`src/rtl/mem_arb_pkg.sv`:
```
// rtl/mem_arb_pkg.sv - shared types and constants for the unified memory arbiter
package mem_arb_pkg;

  localparam int          MEM_ADDR_W = 14;
  localparam int          MEM_DATA_W = 32;
  localparam logic [3:0]  WEB_READ   = 4'hF;

  typedef enum logic [1:0] {
    TAG_NONE = 2'd0,
    TAG_IF   = 2'd1,
    TAG_DM   = 2'd2
  } resp_tag_e;

  function automatic logic is_read(input logic [3:0] web);
    return web == WEB_READ;
  endfunction

endpackage

```
`src/rtl/mem_arb_prio.sv`:
```
// rtl/mem_arb_prio.sv - MEM-priority winner select with IF starvation counter
module mem_arb_prio #(
  parameter int STARVE_MAX = 4
) (
  input  logic clk,
  input  logic rst,
  input  logic if_ok_i,
  input  logic dm_req_i,
  output logic if_win_o,
  output logic dm_win_o
);

  localparam logic [3:0] STARVE_LIM = 4'(STARVE_MAX);

  logic [3:0] starve_q, starve_d;
  logic       contested;

  assign contested = if_ok_i & dm_req_i;

  always_comb begin
    if_win_o = contested ? (starve_q == STARVE_LIM) : if_ok_i;
    dm_win_o = dm_req_i & ~if_win_o;
  end

  // Counts consecutive contested losses; any cycle IF is not asking resets it.
  always_comb begin
    starve_d = starve_q;
    if (!if_ok_i || if_win_o) begin
      starve_d = 4'd0;
    end else if (dm_win_o && starve_q != STARVE_LIM) begin
      starve_d = starve_q + 4'd1;
    end
  end

  always_ff @(posedge clk or negedge rst) begin
    if (!rst) begin
      starve_q <= 4'd0;
    end else begin
      starve_q <= starve_d;
    end
  end

endmodule

```
`src/rtl/unified_mem_arbiter.sv`:
```
// rtl/unified_mem_arbiter.sv - shares one single-port SRAM between IF and MEM stages
module unified_mem_arbiter
  import mem_arb_pkg::*;
#(
  parameter int ADDR_W     = MEM_ADDR_W,
  parameter int DATA_W     = MEM_DATA_W,
  parameter int STARVE_MAX = 4
) (
  input  logic              clk,
  input  logic              rst,
  input  logic              if_req,
  input  logic [ADDR_W-1:0] if_addr,
  input  logic              if_flush,
  output logic              if_gnt,
  output logic              if_rvalid,
  output logic [DATA_W-1:0] if_rdata,
  output logic              if_stall,
  input  logic              dm_req,
  input  logic [3:0]        dm_web,
  input  logic [ADDR_W-1:0] dm_addr,
  input  logic [DATA_W-1:0] dm_wdata,
  output logic              dm_gnt,
  output logic              dm_rvalid,
  output logic [DATA_W-1:0] dm_rdata,
  output logic              dm_stall,
  output logic              sram_cs,
  output logic              sram_oe,
  output logic [3:0]        sram_web,
  output logic [ADDR_W-1:0] sram_a,
  output logic [DATA_W-1:0] sram_di,
  input  logic [DATA_W-1:0] sram_do
);

  logic      if_ok, dm_ok;
  logic      if_win, dm_win;
  resp_tag_e tag_q, tag_d;

  // Requests are masked while reset is held so the SRAM sees idle commands.
  assign if_ok = rst & if_req & ~if_flush;
  assign dm_ok = rst & dm_req;

  mem_arb_prio #(
    .STARVE_MAX (STARVE_MAX)
  ) u_prio (
    .clk      (clk),
    .rst      (rst),
    .if_ok_i  (if_ok),
    .dm_req_i (dm_ok),
    .if_win_o (if_win),
    .dm_win_o (dm_win)
  );

  always_comb begin
    sram_cs  = 1'b0;
    sram_oe  = 1'b0;
    sram_web = WEB_READ;
    sram_a   = '0;
    sram_di  = '0;
    if (if_win) begin
      sram_cs = 1'b1;
      sram_oe = 1'b1;
      sram_a  = if_addr;
    end else if (dm_win) begin
      sram_cs  = 1'b1;
      sram_oe  = is_read(dm_web);
      sram_web = dm_web;
      sram_a   = dm_addr;
      sram_di  = dm_wdata;
    end
  end

  always_comb begin
    if_gnt   = if_win;
    dm_gnt   = dm_win;
    if_stall = rst & if_req & ~if_win;
    dm_stall = rst & dm_req & ~dm_win;
  end

  // Writes leave no response behind, so only reads set a tag.
  always_comb begin
    tag_d = TAG_NONE;
    if (if_win) begin
      tag_d = TAG_IF;
    end else if (dm_win && is_read(dm_web)) begin
      tag_d = TAG_DM;
    end
  end

  always_ff @(posedge clk or negedge rst) begin
    if (!rst) begin
      tag_q <= TAG_NONE;
    end else begin
      tag_q <= tag_d;
    end
  end

  always_comb begin
    if_rvalid = (tag_q == TAG_IF) & ~if_flush;
    dm_rvalid = (tag_q == TAG_DM);
    if_rdata  = if_rvalid ? sram_do : '0;
    dm_rdata  = dm_rvalid ? sram_do : '0;
  end

endmodule
```
`config.mk`:
```
export PLATFORM = sky130hd
export DESIGN_NAME = unified_mem_arbiter
export DESIGN_NICKNAME = d
export VERILOG_FILES = /design/src/rtl/mem_arb_pkg.sv /design/src/rtl/mem_arb_prio.sv /design/src/rtl/unified_mem_arbiter.sv
export SDC_FILE = /design/constraint.sdc
export NUM_CORES = 1
export LEC_CHECK = 0
export BUFFER_PORTS_ARGS = -buffer_cell sky130_fd_sc_hd__clkbuf_2
export CAP_MARGIN = 20
export CORE_AREA = 2 2 87 89
export CTS_CLUSTER_SIZE = 8
export DETAILED_ROUTE_END_ITERATION = 8
export DIE_AREA = 0 0 89 91
export PLACE_DENSITY_LB_ADDON = 0.08
export SYNTH_ARGS = -nofsm -noshare
export SYNTH_HDL_FRONTEND = slang
export SYNTH_SLANG_ARGS = --single-unit
```
`constraint.sdc`:
```
create_clock -name clk -period 1.4 [get_ports clk]
set_input_delay 0.07 -clock clk [delete_from_list [all_inputs] [get_ports clk]]
set_output_delay 0.07 -clock clk [all_outputs]
set_load 0.02 [all_outputs]
```
==> results of run 1 <==
critical path, cell delays in order (launching register included):
cell and delay (ns):
dfrtp_1 0.36, inv_1 0.06, ha_2 0.19, and3b_2 0.23, a21oi_4 0.07, buf_12 0.15
clkbuf_16 0.17, a22o_1 0.19, buf_6 0.13
final timing paths:
path	from	end	depth (start not counted)
max in group asynchronous	rst	u_prio.starve_q[2]	3
min in group asynchronous	rst	u_prio.starve_q[0]	2
setup / recovery	u_prio.starve_q[1]	sram_a[2]	8
setup reg to reg	u_prio.starve_q[1]	u_prio.starve_q[2]	8
hold / removal	dm_req	u_prio.starve_q[1]	3
hold reg to reg	u_prio.starve_q[0]	u_prio.starve_q[0]	2
cell families after synthesis:
logic type | synth area share
xor gates and xnor gates | 0.00743
adders and majority gates | 0.0212
and+or+nand+nor | 0.631
AOI/OAI and AO/OA | 0.144
buffers and inverters | 0.0605
muxes | 0.00849
DFF | 0.127
report_power, final:
group	switching (W)	internal [W]
registers	0.00000173	0.000177
logic	0.000331	0.000443
clock network	0.0000767	0.000185
total	0.000410	0.000804
synthesized netlist by cell type:
cell / count
a21oi_4: 1
a31oi_4: 1
nand3_1: 2
nand2b_1: 5
ha_1: 2
and2_1: 96
and3b_1: 1
nand3b_1: 2
inv_1: 3
clkbuf_1: 5
a22o_1: 14
nor2b_1: 1
nand2_1: 4
and3b_2: 1
buf_2: 4
a21oi_1: 2
nor2_1: 7
or2_2: 1
nor3b_1: 1
nand4_1: 1
clkbuf_2: 2
buf_6: 1
dfrtp_1: 6
mux2i_1: 1
xnor2_1: 1
sequential cells by signal (all words and copies together), names as in the netlist:
signal / flops
u_prio.starve_q: 4
tag_q: 2
cell type report:
class	count	area, sq um
Fill cell	661	3400
Clock buffer	3	41.3
Sequential cell	6	150
Inverter	3	11.3
Tap cell	99	124
Multi-Input combinational cell	144	1200
Timing Repair Buffer	254	2210
metrics by stage:
step | setup WS (ns) | instances | TNS (ns) | total power, W | instance area [sq um]
after floorplan | -0.123 | 165 | -3.01 | 0.000432 | 1250
after global placement | -0.195 | 484 | -8.05 | 0.000694 | 2540
after detailed placement | -0.199 | 484 | -8.68 | 0.000693 | 2540
after CTS | -0.404 | 492 | -19.93 | 0.00102 | 2940
after global routing | -0.533 | 509 | -31.81 | 0.00129 | 3740
final | -0.439 | 509 | -24.78 | 0.00121 | 3740
routing by layer:
metal,share of wire,wire length [um]
met3,0.092,690
met1,0.32,2370
met5,0,0
met4,0.0098,73
met2,0.58,4330
timing repair:
action                     4_1_cts  5_1_grt
setup endpoints to repair       64       90
hold endpoints to repair         6        0
hold buffers                     1        0
gates cloned                     1       11
pin swaps                        3       68
gates resized for setup         85      254
buffers inserted                 4        7
==> results.py, run 1 <==
metrics = {
    "status": {
        "status": "finished with violations",
        "violations": "setup timing",
    },
    "place": {
        "hpwlAfterDp_mm": 5.01,
        "portBuffers": 222,
        "gp_congestion": 0.761,
    },
    "finish": {
        "final_cell_mix": "clkbuf_2, buf_6, and2_4",
        "diodes": 0,
        "layout_commonest_cell": "clkbuf_2",
        "drive_gt1_frac": 0.820,
        "nets": 515,
        "synthToLayoutAreaGrowth_pct": 217,
        "fin_util": 0.523,
    },
    "global_route": {
        "antenna_found_initial": 0,
        "busiest_layer": "met2",
        "grtUsageMet3": 0.0173,
        "gr-usage-met1": 0.131,
        "grt_pass1_wl_mm": 8.53,
        "overflow": 0,
        "grtUsageTotal": 0.131,
        "grt_max_degree": 52,
        "grt_pass1_vias": 1803,
        "grtUsageMet2": 0.271,
    },
    "cts": {
        "cts.htree.levels": 1,
        "clk_pin_slew_ns": 0.04,
        "cts_made_buffers": 3,
        "clk_path_buf_depth": 2,
        "clock_latency_ns": 0.22,
        "cts_tree": "built",
        "cts_root_buf": "clkbuf_8",
        "cts_sinks": 6,
    },
    "detailed_routing": {
        "routed_wl_mm": 7.47,
        "wire_per_inst_um": 14.7,
        "route.detailed.drc": 0,
        "num_vias": 2118,
        "vias_per_cell": 4.16,
        "drt-initial-drc-count": 16,
        "ant_nets": 0,
        "first_pass_iters": 3,
    },
    "setup_path": {
        "worstPathArrival_ns": 1.77,
        "critPathKind": "register to primary output",
        "start_kind": "register",
        "cp.required_ns": 1.33,
        "r2r_slack_ns": -0.04,
        "setup.worst_path.end_class": "primary output",
        "cp_max_fo": 8,
    },
    "worst_hold_path": {
        "hp-class": "input port to register",
    },
    "synthesis": {
        "yosysTopAreaCellShare": 0.510,
        "ys_ff_latch": 6,
        "synth.area.top_cells": "and2_1, dfrtp_1, a22o_1",
        "synth.avg_cell_area_sq_um": 7.14,
        "syn_nets": 268,
        "synth_top_area_cell": "and2_1",
        "syn_inst": 165,
        "synth-seq-area-share": 0.127,
        "syn_area_sq_um": 1180,
        "synth_cell_types": 25,
        "synth_warnings": 0,
    },
    "sta": {
        "hold-worst-slack_ns": 0.181,
        "skew_ns": 0.00173,
        "setup_viol": 86,
        "rsz0062_at_grt": "yes",
        "tightest_slew_ns": 0.233,
        "fmax_mhz": 544,
        "hold_viol": 0,
        "slew_headroom": 0.844,
        "fin_crit_sh": 1.31,
        "setup_ws_ns": -0.439,
        "period_minus_slack_ns": 1.84,
        "slew_violations": 0,
    },
    "pwr": {
        "peakVddDrop_uv": 203,
        "powerDensity_nw_per_um2": 325,
        "leakage_nw": 2.03,
    },
    "flow_run": {
        "max_cap_violations": 0,
    },
    "die": {
        "die_h_um": 91,
        "initial_core_util": 0.165,
        "fp.dieArea_sq_um": 8100,
        "row_count": 31,
        "core_sq_um": 7140,
        "die_w_um": 89,
        "num_io_pins": 223,
    },
}
Note: power is estimated with default switching activity, not from simulation.
==> inputs of run 2 (changes only) <==
Settings changed: CTS_BUF_LIST set to sky130_fd_sc_hd__clkbuf_4 sky130_fd_sc_hd__clkbuf_8, REMOVE_ABC_BUFFERS set to 1.
Clock period 1.4 ns to 1.5 ns, I/O delays scaled along.
==> run 2 against run 1 <==
Effect of this change: the run still ends with setup timing left; final cell count shrank 3.5%; combinational power shrank 25%; largest cell class unchanged; flip-flop and latch count is the same; total power shrank 19%; wire length shrank 16%; non-clock buffer count shrank 18; clock skew shrank 0.00066 ns; global-route usage grew 1.3 points; clock power shrank 8.0%; via count shrank 5.9%; hold slack gained 0.044 ns.
==> results.py, run 2 (synthesis results as in run 1) <==
metrics = {
    "finish": {
        "drive_gt1_frac": 0.653,
        "largest_reg_flops": 4,
        "fillers": 792,
        "diodes": 0,
        "nets": 497,
        "largest_registers": "u_prio.starve_q: 4 flops, tag_q: 2 flops",
        "regMostFlops": "u_prio.starve_q",
        "seq_area_sq_um": 150,
        "synthToLayoutAreaGrowth_pct": 153,
        "final_cell_mix": "clkbuf_2, and2_1, clkbuf_8",
        "layout_commonest_cell": "clkbuf_2",
        "multi_input_area_sq_um": 1000,
        "finalInstanceArea_sq_um": 2980,
    },
    "place": {
        "portBuffers": 222,
        "gp_congestion": 0.759,
        "hpwlAfterDp_mm": 5.28,
        "dpl_cell_area_sq_um": 2480,
    },
    "flow_run": {
        "max_cap_violations": 0,
    },
    "die": {
        "fp.dieArea_sq_um": 8100,
        "die_w_um": 89,
        "num_io_pins": 223,
        "die_h_um": 91,
        "initial_core_util": 0.165,
        "row_count": 31,
        "core_sq_um": 7140,
    },
    "detailed_routing": {
        "ant_nets": 0,
        "routed_wl_mm": 6.27,
        "wire_per_inst_um": 12.8,
        "drt-initial-drc-count": 19,
        "vias_per_cell": 4.06,
        "first_pass_iters": 4,
        "num_vias": 1994,
        "route.detailed.drc": 0,
    },
    "setup_path": {
        "r2r_slack_ns": 0.25,
        "cp.required_ns": 1.42,
        "setup.worst_path.end_class": "primary output",
        "worstPathArrival_ns": 1.74,
        "critPathKind": "register to primary output",
        "start_kind": "register",
        "cp_max_fo": 6,
    },
    "sta": {
        "rsz0062_at_grt": "yes",
        "tightest_slew_ns": 0.219,
        "period_minus_slack_ns": 1.81,
        "setup_ws_ns": -0.315,
        "slew_violations": 0,
        "slew_headroom": 0.854,
        "skew_ns": 0.00107,
        "hold-worst-slack_ns": 0.224,
        "setup_viol": 54,
        "fin_crit_sh": 1.21,
        "fmax_mhz": 551,
        "hold_viol": 0,
    },
    "pwr": {
        "peakVddDrop_uv": 172,
        "powerDensity_nw_per_um2": 331,
        "leakage_nw": 1.71,
    },
    "global_route": {
        "grt_pass1_wl_mm": 9.07,
        "grt_max_degree": 34,
        "grtUsageTotal": 0.144,
        "antenna_found_initial": 0,
        "overflow": 0,
        "grt_pass1_vias": 1878,
    },
    "cts": {
        "cts_sinks": 6,
        "cts_made_buffers": 3,
        "cts_root_buf": "clkbuf_8",
        "clock_latency_ns": 0.22,
        "cts_tree": "built",
        "clk_pin_slew_ns": 0.04,
        "clk_path_buf_depth": 2,
        "cts.htree.levels": 1,
    },
    "status": {
        "violations": "setup timing",
        "status": "finished with violations",
    },
    "worst_hold_path": {
        "hp-class": "input port to register",
    },
}
[run 2: cell types whose count changed in the layout (fill, tap and decap cells not counted), sizes merged]
cell,before,now
clkbuf,144,206
buf,112,32
[run 2: area by class of cell]
cell class              count  share of cell area
repair buffers            236               0.554
multi-input cells         144               0.337
flip-flops and latches      6              0.0503
well taps                  99              0.0415
clock buffers               3              0.0138
inverters                   3             0.00378
[run 2: metrics by stage]
stage / utilization / setup slack (ns) / power (W) / instances / TNS, ns
floorplan: - / -0.903 / 0.000374 / 153 / -56.67
global placement: 0.348 / -0.0843 / 0.000638 / 484 / -3.10
detailed placement: 0.348 / -0.106 / 0.000638 / 484 / -3.77
CTS: 0.412 / -0.327 / 0.000988 / 492 / -15.79
global route: 0.418 / -0.404 / 0.00105 / 491 / -18.60
finish: 0.418 / -0.315 / 0.000987 / 491 / -13.54
[run 2: what timing repair did]
item                       CTS  global route
buffers inserted             3             1
setup endpoints to repair   55            55
hold endpoints to repair     6             0
hold buffers                 1             0
gates resized for setup     88            37
cloned                       2             0
pin swaps                    5             5
[run 2: power by group]
part | switching [W] | internal [W]
logic | 0.000269 | 0.000312
registers | 0.000000813 | 0.000165
clock network | 0.0000683 | 0.000172
[run 2: worst max-delay path, stage by stage, from the launching register on]
cell      delay (ns)
dfrtp_1         0.37
inv_1           0.06
ha_2            0.17
and3b_2         0.22
a21oi_4         0.07
buf_6           0.14
buf_6           0.13
a22o_1          0.21
clkbuf_8        0.15
[run 2: metal layers]
metal / part of all wire / track usage / routed length, um / vias to the layer above
met1: 0.31 / 0.129 / 1920 / 856
met2: 0.55 / 0.300 / 3440 / 146
met3: 0.13 / 0.0336 / 808 / 8
met4: 0.018 / 0.0410 / 112 / 0
met5: 0 / 0 / 0 / -
li1: - / - / - / 984
[run 2: path summary, 6_finish.rpt]
path / startpoint / to / depth (start not counted)
worst max-delay path: u_prio.starve_q[1] / sram_a[1] / 8
worst min-delay path: dm_req / u_prio.starve_q[0] / 3
worst max register to register: u_prio.starve_q[1] / u_prio.starve_q[2] / 6
worst min register to register: u_prio.starve_q[0] / u_prio.starve_q[0] / 2
max in group asynchronous: rst / u_prio.starve_q[2] / 3
min in group asynchronous: rst / u_prio.starve_q[0] / 3
==> inputs of run 3 (changes only) <==
Settings changed: MAX_ROUTING_LAYER set to met4.
==> run 3 against run 2 <==
Effect of this change: the flow still finishes with violations (setup timing); non-clock buffer count unchanged; utilization is the same; flip-flop and latch count unchanged; critical endpoint unchanged.
==> results.py, run 3 (synthesis results as in run 1) <==
metrics = {
    "setup_path": {
        "cp_max_fo": 6,
        "critPathBufInv": 4,
        "worstPathArrival_ns": 1.74,
        "rr_startpoint": "u_prio.starve_q[1]",
        "cp_top_family": "buffers and inverters",
        "critPathKind": "register to primary output",
        "crit_path_max_incr_delay_ns": 0.37,
        "cp.required_ns": 1.42,
        "setup.worst_path.end_class": "primary output",
        "worstSetupStartpoint": "u_prio.starve_q[1]",
        "cp_common_cell": "buf_6",
        "start_kind": "register",
        "cp_cell_sequence": "inv_1, ha_2, and3b_2, a21oi_4, buf_6, buf_6, a22o_1, clkbuf_8",
        "cp_slowest_cell": "dfrtp_1",
    },
    "sta": {
        "setup_ws_ns": -0.315,
        "rsz0062_at_grt": "yes",
        "setup_viol": 54,
        "fmax_mhz": 551,
        "period_minus_slack_ns": 1.82,
        "setup_tns_ns": -13.58,
        "fin_crit_sh": 1.21,
        "slew_headroom": 0.854,
        "slew_violations": 0,
        "skew_ns": 0.00104,
        "tightest_slew_ns": 0.219,
        "hold_viol": 0,
    },
    "pwr": {
        "power_frac_seq": 0.168,
        "total_power_w": 0.000987,
        "leakage_nw": 1.71,
        "power.internal_w": 0.000649,
        "power.switching_w": 0.000338,
        "p_comb_frac": 0.589,
        "peakVddDrop_uv": 172,
        "power.share.clock": 0.244,
        "powerDensity_nw_per_um2": 331,
        "switching_share": 0.343,
    },
    "worst_hold_path": {
        "hp-class": "input port to register",
        "min_from": "dm_req",
    },
    "finish": {
        "drive_gt1_frac": 0.653,
        "largest_reg_flops": 4,
        "synthToLayoutAreaGrowth_pct": 153,
        "regMostFlops": "u_prio.starve_q",
        "diodes": 0,
        "layout_commonest_cell": "clkbuf_2",
        "multi_input_area_sq_um": 1000,
        "nets": 497,
        "largest_registers": "u_prio.starve_q: 4 flops, tag_q: 2 flops",
        "seq_area_sq_um": 150,
        "final_cell_mix": "clkbuf_2, and2_1, clkbuf_8",
        "fillers": 792,
    },
    "cts": {
        "cts_made_buffers": 3,
        "cts.htree.levels": 1,
        "cts_tree": "built",
        "cts_sinks": 6,
        "cts_root_buf": "clkbuf_8",
        "clk_path_buf_depth": 2,
        "clock_latency_ns": 0.22,
        "clk_pin_slew_ns": 0.04,
    },
    "global_route": {
        "grt_pass1_wl_mm": 9.02,
        "grt_max_degree": 34,
        "grt_pass1_vias": 1886,
        "overflow": 0,
        "antenna_found_initial": 0,
        "grtUsageTotal": 0.148,
    },
    "die": {
        "initial_core_util": 0.165,
        "die_w_um": 89,
        "core_sq_um": 7140,
        "fp.dieArea_sq_um": 8100,
        "die_h_um": 91,
        "num_io_pins": 223,
        "row_count": 31,
    },
    "flow_run": {
        "max_cap_violations": 0,
    },
    "detailed_routing": {
        "route.detailed.drc": 0,
        "wire_per_inst_um": 12.8,
        "routed_wl_mm": 6.27,
        "num_vias": 1995,
        "drt-initial-drc-count": 17,
        "ant_nets": 0,
        "first_pass_iters": 4,
        "vias_per_cell": 4.06,
    },
    "place": {
        "hpwlAfterDp_mm": 5.28,
        "gp_congestion": 0.769,
        "portBuffers": 222,
    },
    "status": {
        "violations": "setup timing",
        "status": "finished with violations",
    },
}
[run 3: cell counts in the layout (fill, tap and decap cells not counted)]
No cell type changed its count.
[run 3: metrics by stage]
step	area, sq um	hold WS [ns]	setup WS (ns)	util	instances
3_5_place_dp	2480	0.118	-0.106	0.348	484
2_1_floorplan	1120	-0.221	-0.903	-	153
6_report	2980	0.225	-0.315	0.418	491
3_3_place_gp	2480	0.113	-0.0843	0.348	484
5_1_grt	2980	0.267	-0.404	0.418	491
4_1_cts	2940	0.197	-0.327	0.412	492
[run 3: final timing paths]
check | to | slack, ns | cells past startpoint
max in group asynchronous | u_prio.starve_q[2] | 0.96 | 3
worst min-delay path | u_prio.starve_q[0] | 0.22 | 3
min in group asynchronous | u_prio.starve_q[0] | 0.43 | 3
worst max register to register | u_prio.starve_q[2] | 0.25 | 6
worst min register to register | u_prio.starve_q[0] | 0.53 | 2
worst max-delay path | sram_a[1] | -0.32 | 8
[run 3: power groups by stage]
stage	Clock (W)	Sequential, W	Combinational [W]
floorplan	0	0.000168	0.000207
global placement	0	0.000168	0.000470
detailed placement	0	0.000168	0.000470
CTS	0.000249	0.000166	0.000574
global route	0.000256	0.000166	0.000627
finish	0.000241	0.000166	0.000581
[run 3: cell type report]
class | instances | area share
inverters | 3 | 0.00378
repair buffers | 236 | 0.554
clock buffers | 3 | 0.0138
multi-input cells | 144 | 0.337
well taps | 99 | 0.0415
flip-flops and latches | 6 | 0.0503
[run 3: tightest hold or removal path, cell delays in order]
cell,delay [ns]
clkbuf_2,0.14
nand3_1,0.14
nor2_1,0.05
[run 3: repair_timing]
action                                  4_1_cts  5_1_grt
hold buffers                                  1        0
resized for setup                            88       37
endpoints found under the setup margin       55       55
pin swaps                                     5        5
cloned                                        2        0
endpoints found under the hold margin         6        0
setup buffers                                 3        1
[run 3: routing by layer]
metal	wire length, um	global-route usage	up-vias
met4	112	0.0410	0
met5	0	-	-
met3	749	0.0264	8
li1	-	-	983
met1	1970	0.132	860
met2	3440	0.301	144
